**config.mk**
```make
export PLATFORM = sky130hd
export DESIGN_NAME = store_data_aligner
export DESIGN_NICKNAME = d
export VERILOG_FILES = /design/src/rtl/mips_mem_pkg.sv /design/src/rtl/store_lane_shifter.sv /design/src/rtl/store_data_aligner.sv
export SDC_FILE = /design/constraint.sdc
export NUM_CORES = 1
export LEC_CHECK = 0
export ABC_AREA = 1
export ABC_CLOCK_PERIOD_IN_PS = 4700
export BUFFER_PORTS_ARGS = -buffer_cell sky130_fd_sc_hd__buf_2
export CORE_MARGIN = 2
export CORE_UTILIZATION = 45
export CTS_BUF_LIST = sky130_fd_sc_hd__clkbuf_8
export CTS_CLUSTER_SIZE = 28
export DETAILED_ROUTE_END_ITERATION = 6
export GPL_TIMING_DRIVEN = 0
export PLACE_DENSITY = 0.68
export SLEW_MARGIN = 10
export SYNTH_ARGS = -nofsm -noshare
export SYNTH_HDL_FRONTEND = slang
export SYNTH_SLANG_ARGS = --single-unit
```
**constraint.sdc**
```tcl
create_clock -name i_clk -period 4.7 [get_ports i_clk]
set_input_delay 0.47 -clock i_clk [delete_from_list [all_inputs] [get_ports i_clk]]
set_output_delay 0.47 -clock i_clk [all_outputs]
set_load 0.02 [all_outputs]
```
**src/rtl/mips_mem_pkg.sv**
```systemverilog
// Shared encodings for the MIPS data-memory path: access sizes, store FSM states,
// and the byte-enable width of the memory write port.
package mips_mem_pkg;

  localparam int unsigned BE_W = 4;

  typedef enum logic [1:0] {
    SZ_BYTE = 2'b00,
    SZ_HALF = 2'b01,
    SZ_WORD = 2'b10,
    SZ_ILL  = 2'b11
  } size_e;

  typedef enum logic [1:0] {
    ST_IDLE  = 2'b00,
    ST_BEAT0 = 2'b01,
    ST_BEAT1 = 2'b10
  } store_state_e;

endpackage

```
**src/rtl/store_lane_shifter.sv**
```systemverilog
// Combinational lane placement for a store: narrows the register value to its size
// and shifts data and enables across a two-word window so split accesses fall out naturally.
module store_lane_shifter
  import mips_mem_pkg::*;
(
  input  logic [1:0]  i_off,
  input  logic [31:0] i_data,
  input  logic [1:0]  i_size,
  output logic [7:0]  o_mask8,
  output logic [63:0] o_data64,
  output logic        o_split,
  output logic        o_illegal
);

  logic [7:0]  w_base_mask;
  logic [31:0] w_size_mask;

  always_comb begin
    w_base_mask = 8'h00;
    w_size_mask = 32'h0000_0000;
    o_illegal   = 1'b0;
    case (i_size)
      SZ_BYTE: begin w_base_mask = 8'h01; w_size_mask = 32'h0000_00FF; end
      SZ_HALF: begin w_base_mask = 8'h03; w_size_mask = 32'h0000_FFFF; end
      SZ_WORD: begin w_base_mask = 8'h0F; w_size_mask = 32'hFFFF_FFFF; end
      default: o_illegal = 1'b1;
    endcase
  end

  assign o_mask8  = w_base_mask << i_off;
  assign o_data64 = {32'h0, i_data & w_size_mask} << {i_off, 3'b000};
  // Any enable landing in the upper word means the access crosses a word boundary.
  assign o_split  = |o_mask8[7:4];

endmodule

```
**src/rtl/store_data_aligner.sv**
```systemverilog
// Store-path formatter: turns a register store into one or two word-aligned write beats
// with byte enables, with a single outstanding request at a time.
module store_data_aligner
  import mips_mem_pkg::*;
#(
  parameter int unsigned ALLOW_SPLIT = 1
)
(
  input  logic              i_clk,
  input  logic              i_rst,
  input  logic              i_valid,
  output logic              o_ready,
  input  logic [31:0]       i_addr,
  input  logic [31:0]       i_data,
  input  logic [1:0]        i_size,
  output logic              o_mem_valid,
  input  logic              i_mem_ready,
  output logic [31:0]       o_mem_addr,
  output logic [31:0]       o_mem_wdata,
  output logic [BE_W-1:0]   o_mem_be,
  output logic              o_done,
  output logic              o_err
);

  store_state_e    r_state, w_state_next;
  logic            r_mem_valid, w_mem_valid_next;
  logic [31:0]     r_mem_addr, w_mem_addr_next;
  logic [31:0]     r_mem_wdata, w_mem_wdata_next;
  logic [BE_W-1:0] r_mem_be, w_mem_be_next;
  logic            r_done, w_done_next;
  logic            r_err, w_err_next;
  logic            r_split, w_split_next;
  logic [31:0]     r_b1_addr, w_b1_addr_next;
  logic [31:0]     r_b1_wdata, w_b1_wdata_next;
  logic [BE_W-1:0] r_b1_be, w_b1_be_next;

  logic [7:0]  w_mask8;
  logic [63:0] w_data64;
  logic        w_split;
  logic        w_illegal;
  logic [31:0] w_base_addr;

  store_lane_shifter u_shifter (
    .i_off     (i_addr[1:0]),
    .i_data    (i_data),
    .i_size    (i_size),
    .o_mask8   (w_mask8),
    .o_data64  (w_data64),
    .o_split   (w_split),
    .o_illegal (w_illegal)
  );

  assign w_base_addr = {i_addr[31:2], 2'b00};
  assign o_ready     = (r_state == ST_IDLE) & ~i_rst;

  always_comb begin
    w_state_next     = r_state;
    w_mem_valid_next = r_mem_valid;
    w_mem_addr_next  = r_mem_addr;
    w_mem_wdata_next = r_mem_wdata;
    w_mem_be_next    = r_mem_be;
    w_split_next     = r_split;
    w_b1_addr_next   = r_b1_addr;
    w_b1_wdata_next  = r_b1_wdata;
    w_b1_be_next     = r_b1_be;
    w_done_next      = 1'b0;
    w_err_next       = 1'b0;
    case (r_state)
      ST_IDLE: begin
        if (i_valid && o_ready) begin
          if (w_illegal || (w_split && (ALLOW_SPLIT == 0))) begin
            w_err_next = 1'b1;
          end else begin
            w_state_next     = ST_BEAT0;
            w_mem_valid_next = 1'b1;
            w_mem_addr_next  = w_base_addr;
            w_mem_be_next    = w_mask8[3:0];
            w_mem_wdata_next = w_data64[31:0];
            w_split_next     = w_split;
            // Address arithmetic wraps at 2^32 so the top word's successor is word 0.
            w_b1_addr_next   = w_base_addr + 32'd4;
            w_b1_be_next     = w_mask8[7:4];
            w_b1_wdata_next  = w_data64[63:32];
          end
        end
      end
      ST_BEAT0: begin
        if (i_mem_ready) begin
          if (r_split) begin
            w_state_next     = ST_BEAT1;
            w_mem_addr_next  = r_b1_addr;
            w_mem_be_next    = r_b1_be;
            w_mem_wdata_next = r_b1_wdata;
          end else begin
            w_state_next     = ST_IDLE;
            w_mem_valid_next = 1'b0;
            w_mem_addr_next  = 32'h0;
            w_mem_be_next    = '0;
            w_mem_wdata_next = 32'h0;
            w_done_next      = 1'b1;
          end
        end
      end
      ST_BEAT1: begin
        if (i_mem_ready) begin
          w_state_next     = ST_IDLE;
          w_mem_valid_next = 1'b0;
          w_mem_addr_next  = 32'h0;
          w_mem_be_next    = '0;
          w_mem_wdata_next = 32'h0;
          w_done_next      = 1'b1;
        end
      end
      default: begin
        w_state_next     = ST_IDLE;
        w_mem_valid_next = 1'b0;
      end
    endcase
  end

  always_ff @(posedge i_clk) begin
    if (i_rst) begin
      r_state     <= ST_IDLE;
      r_mem_valid <= 1'b0;
      r_mem_addr  <= 32'h0;
      r_mem_wdata <= 32'h0;
      r_mem_be    <= '0;
      r_done      <= 1'b0;
      r_err       <= 1'b0;
      r_split     <= 1'b0;
      r_b1_addr   <= 32'h0;
      r_b1_wdata  <= 32'h0;
      r_b1_be     <= '0;
    end else begin
      r_state     <= w_state_next;
      r_mem_valid <= w_mem_valid_next;
      r_mem_addr  <= w_mem_addr_next;
      r_mem_wdata <= w_mem_wdata_next;
      r_mem_be    <= w_mem_be_next;
      r_done      <= w_done_next;
      r_err       <= w_err_next;
      r_split     <= w_split_next;
      r_b1_addr   <= w_b1_addr_next;
      r_b1_wdata  <= w_b1_wdata_next;
      r_b1_be     <= w_b1_be_next;
    end
  end

  assign o_mem_valid = r_mem_valid;
  assign o_mem_addr  = r_mem_addr;
  assign o_mem_wdata = r_mem_wdata;
  assign o_mem_be    = r_mem_be;
  assign o_done      = r_done;
  assign o_err       = r_err;

endmodule

```
==> impl_metrics.tcl <==
set metrics [dict create \
    status "complete, no violations" \
    drive_gt1_share_pct 17.7 \
    initialDrtViolationCount 657 \
    cts_sinks 129 \
    maxSlewViolCount 0 \
    grt_pass1_vias 6714 \
    yosys.cell_types.count 38 \
    synth_area_leader_cell "dfxtp_1" \
    seqCellArea_um2 2580 \
    clk_pin_slew_ps 80 \
    power_leakage_nw 3.74 \
    die_h_um 128 \
    finalCritPeriodShare_pct 47.6 \
    fp-row-count 45 \
    wl_um 22500 \
    cts_buffer_depth 2 \
    critPathKind "register to register" \
    cp_max_fo 10 \
    setup_viol 0 \
    hold_path_class "primary input to register" \
    pre_cts_ws_ps 2470 \
    dpl.hpwl_um 17200 \
    max_cap_viol_count 0 \
    synthToLayoutAreaGrowth_pct 18.7 \
    rsz0062_at_grt "false" \
    layout.nets 1301 \
    synthTopCellsByArea "dfxtp_1 37%, nand2_1 16%, nand3_1 7.8%" \
    tns_ps 0 \
    worst_setup_path_start_kind "register" \
    hold_viol_final 0 \
    cts_setup_buffers 0 \
    cts_resized 0 \
    multiInputGateArea_um2 3610 \
    cts_tree "done" \
    h-tree-depth 4 \
    gp_congestion 0.966 \
    drc 0 \
    synth_edf_count 0 \
    start_util_pct 45.7 \
    arrival_ps 2570 \
    worst_pin_slew_ps 864 \
    vias 7500 \
    peakVddDrop_mv 0.279 \
    max_freq_ghz 0.447 \
    grt_overflow 0 \
    dr.pass1.iters 5 \
    clk_latency_ps 450 \
    asyncSetResetFlopFracSynth_pct 0 \
    synth-seq-cells 129 \
    ys.flop_type "dfxtp_1" \
    worst_ep_required_time_ps 5030 \
    die_w_um 128 \
    powerDensity_nw_per_um2 548 \
    diodes 0 \
    slew_headroom_pct 42.4 \
    cts_hold_buf 0 \
    vias_per_cell 5.27 \
    die-area_um2 16300 \
    fillers 1591 \
    yosysWarnings 0 \
    syn_area_per_cell_um2 6.46 \
    io_buffers 137 \
    layout_common_cells "292 x nand2_1, 163 x buf_2, 129 x dfxtp_1" \
    grt_pass1_wl_um 35100 \
    cts_buffers 17 \
    grt_max_degree 17 \
    cp-end-kind "register" \
    wl_per_cell_um 15.8 \
    synthCells 1066 \
    antenna_found_initial 0 \
    ios 142 \
    skew_ps 9.73 \
    mostFrequentLayoutCell "nand2_1" \
    synth_area_um2 6890 \
    synth_top_area_share_pct 37.5 \
    yosysSeqAreaShare_pct 37.5 \
    grt_use_total_pct 27.5 \
    period_needed_ps 2240 \
    fin_ws_ps 2460 \
    root_buffer "clkbuf_8" \
    coreArea_um2 15100 \
    finalHoldWorstSlack_ps 244 \
    postRouteAntennaNets 0 \
]
==> final timing paths <==
| kind | start | end | slack [ps] | cells after the start |
|---|---|---|---|---|
| hold / removal | i_addr[2] | r_b1_addr[2] | 240 | 2 |
| setup reg to reg | r_state[1] | o_mem_wdata[18] | 2460 | 8 |
| hold reg to reg | o_mem_valid | o_mem_valid | 450 | 2 |
| setup / recovery | r_state[1] | o_mem_wdata[18] | 2460 | 8 |
==> critical path: stages (launching register included) <==
cell and delay, ps:
dfxtp_1 360, inv_1 110, ha_1 370, nor2_1 100, inv_1 140, clkbuf_1 450
a21oi_1 130, nor3_1 370, nor2_1 90
==> per-layer routing <==
layer  global-route usage, %  part of all wire (%)  vias up
li1                        -                     -     3788
met1                    40.8                    47     3334
met2                    40.5                    42      350
met3                    5.22                   8.8       28
met4                    8.08                   1.7        0
met5                       0                     0        -
==> registers in the layout (all words and copies together) (netlist names) <==
| signal | cells |
|---|---|
| o_mem_wdata | 32 |
| o_mem_be | 4 |
| o_done | 1 |
| r_b1_wdata | 24 |
| o_mem_addr | 30 |
| o_err | 1 |
| r_b1_addr | 30 |
| r_split | 1 |
| o_mem_valid | 1 |
| r_state | 2 |
| r_b1_be | 3 |
==> cell usage after synthesis (4+ instances only) <==
master    instances
nand2_1         292
dfxtp_1         129
nor2_1          112
nand3_1         107
a21oi_1          97
inv_1            88
o21ai_0          77
buf_2            26
clkbuf_1         24
o22ai_1          18
nor3_1           10
a31oi_1           8
ha_1              8
nor3b_1           8
o21a_1            8
buf_4             7
xor2_1            7
a22oi_1           5
buf_6             5
inv_2             4
==> power breakdown <==
group,total [mW],internal [mW],switching [mW]
logic,2.13,0.679,1.45
registers,1.48,1.35,0.121
clock network,0.881,0.429,0.452
total,4.48,2.46,2.02
==> per-stage QoR <==
step	total power, mW	instance area [um^2]	instances	utilization (%)
floorplan	2.91	6900	1067	-
global placement	3.58	7820	1392	51.8
global route	4.78	8180	1424	54.2
detailed placement	3.59	7820	1392	51.8
CTS	4.47	8180	1424	54.2
finish	4.48	8180	1424	54.2
==> cell type report <==
| type | count | share of cell area [%] |
|---|---|---|
| multi-input cells | 777 | 44.1 |
| well taps | 188 | 2.88 |
| inverters | 95 | 4.42 |
| flip-flops and latches | 129 | 31.6 |
| plain buffers | 66 | 4.22 |
| clock buffers | 22 | 3.70 |
| clock inverters | 10 | 0.734 |
| repair buffers | 137 | 8.38 |
==> cells by family after synthesis <==
group / share of synthesized area [%]
other: 0.0544
AO/OA/AOI/OAI: 17.0
buffers and inverters: 10.3
AND/OR/NAND/NOR: 32.8
flip-flops: 37.5
XOR/XNOR: 1.02
adder cells (fa/ha/maj): 1.45
Note: power is estimated with default switching activity, not from simulation.
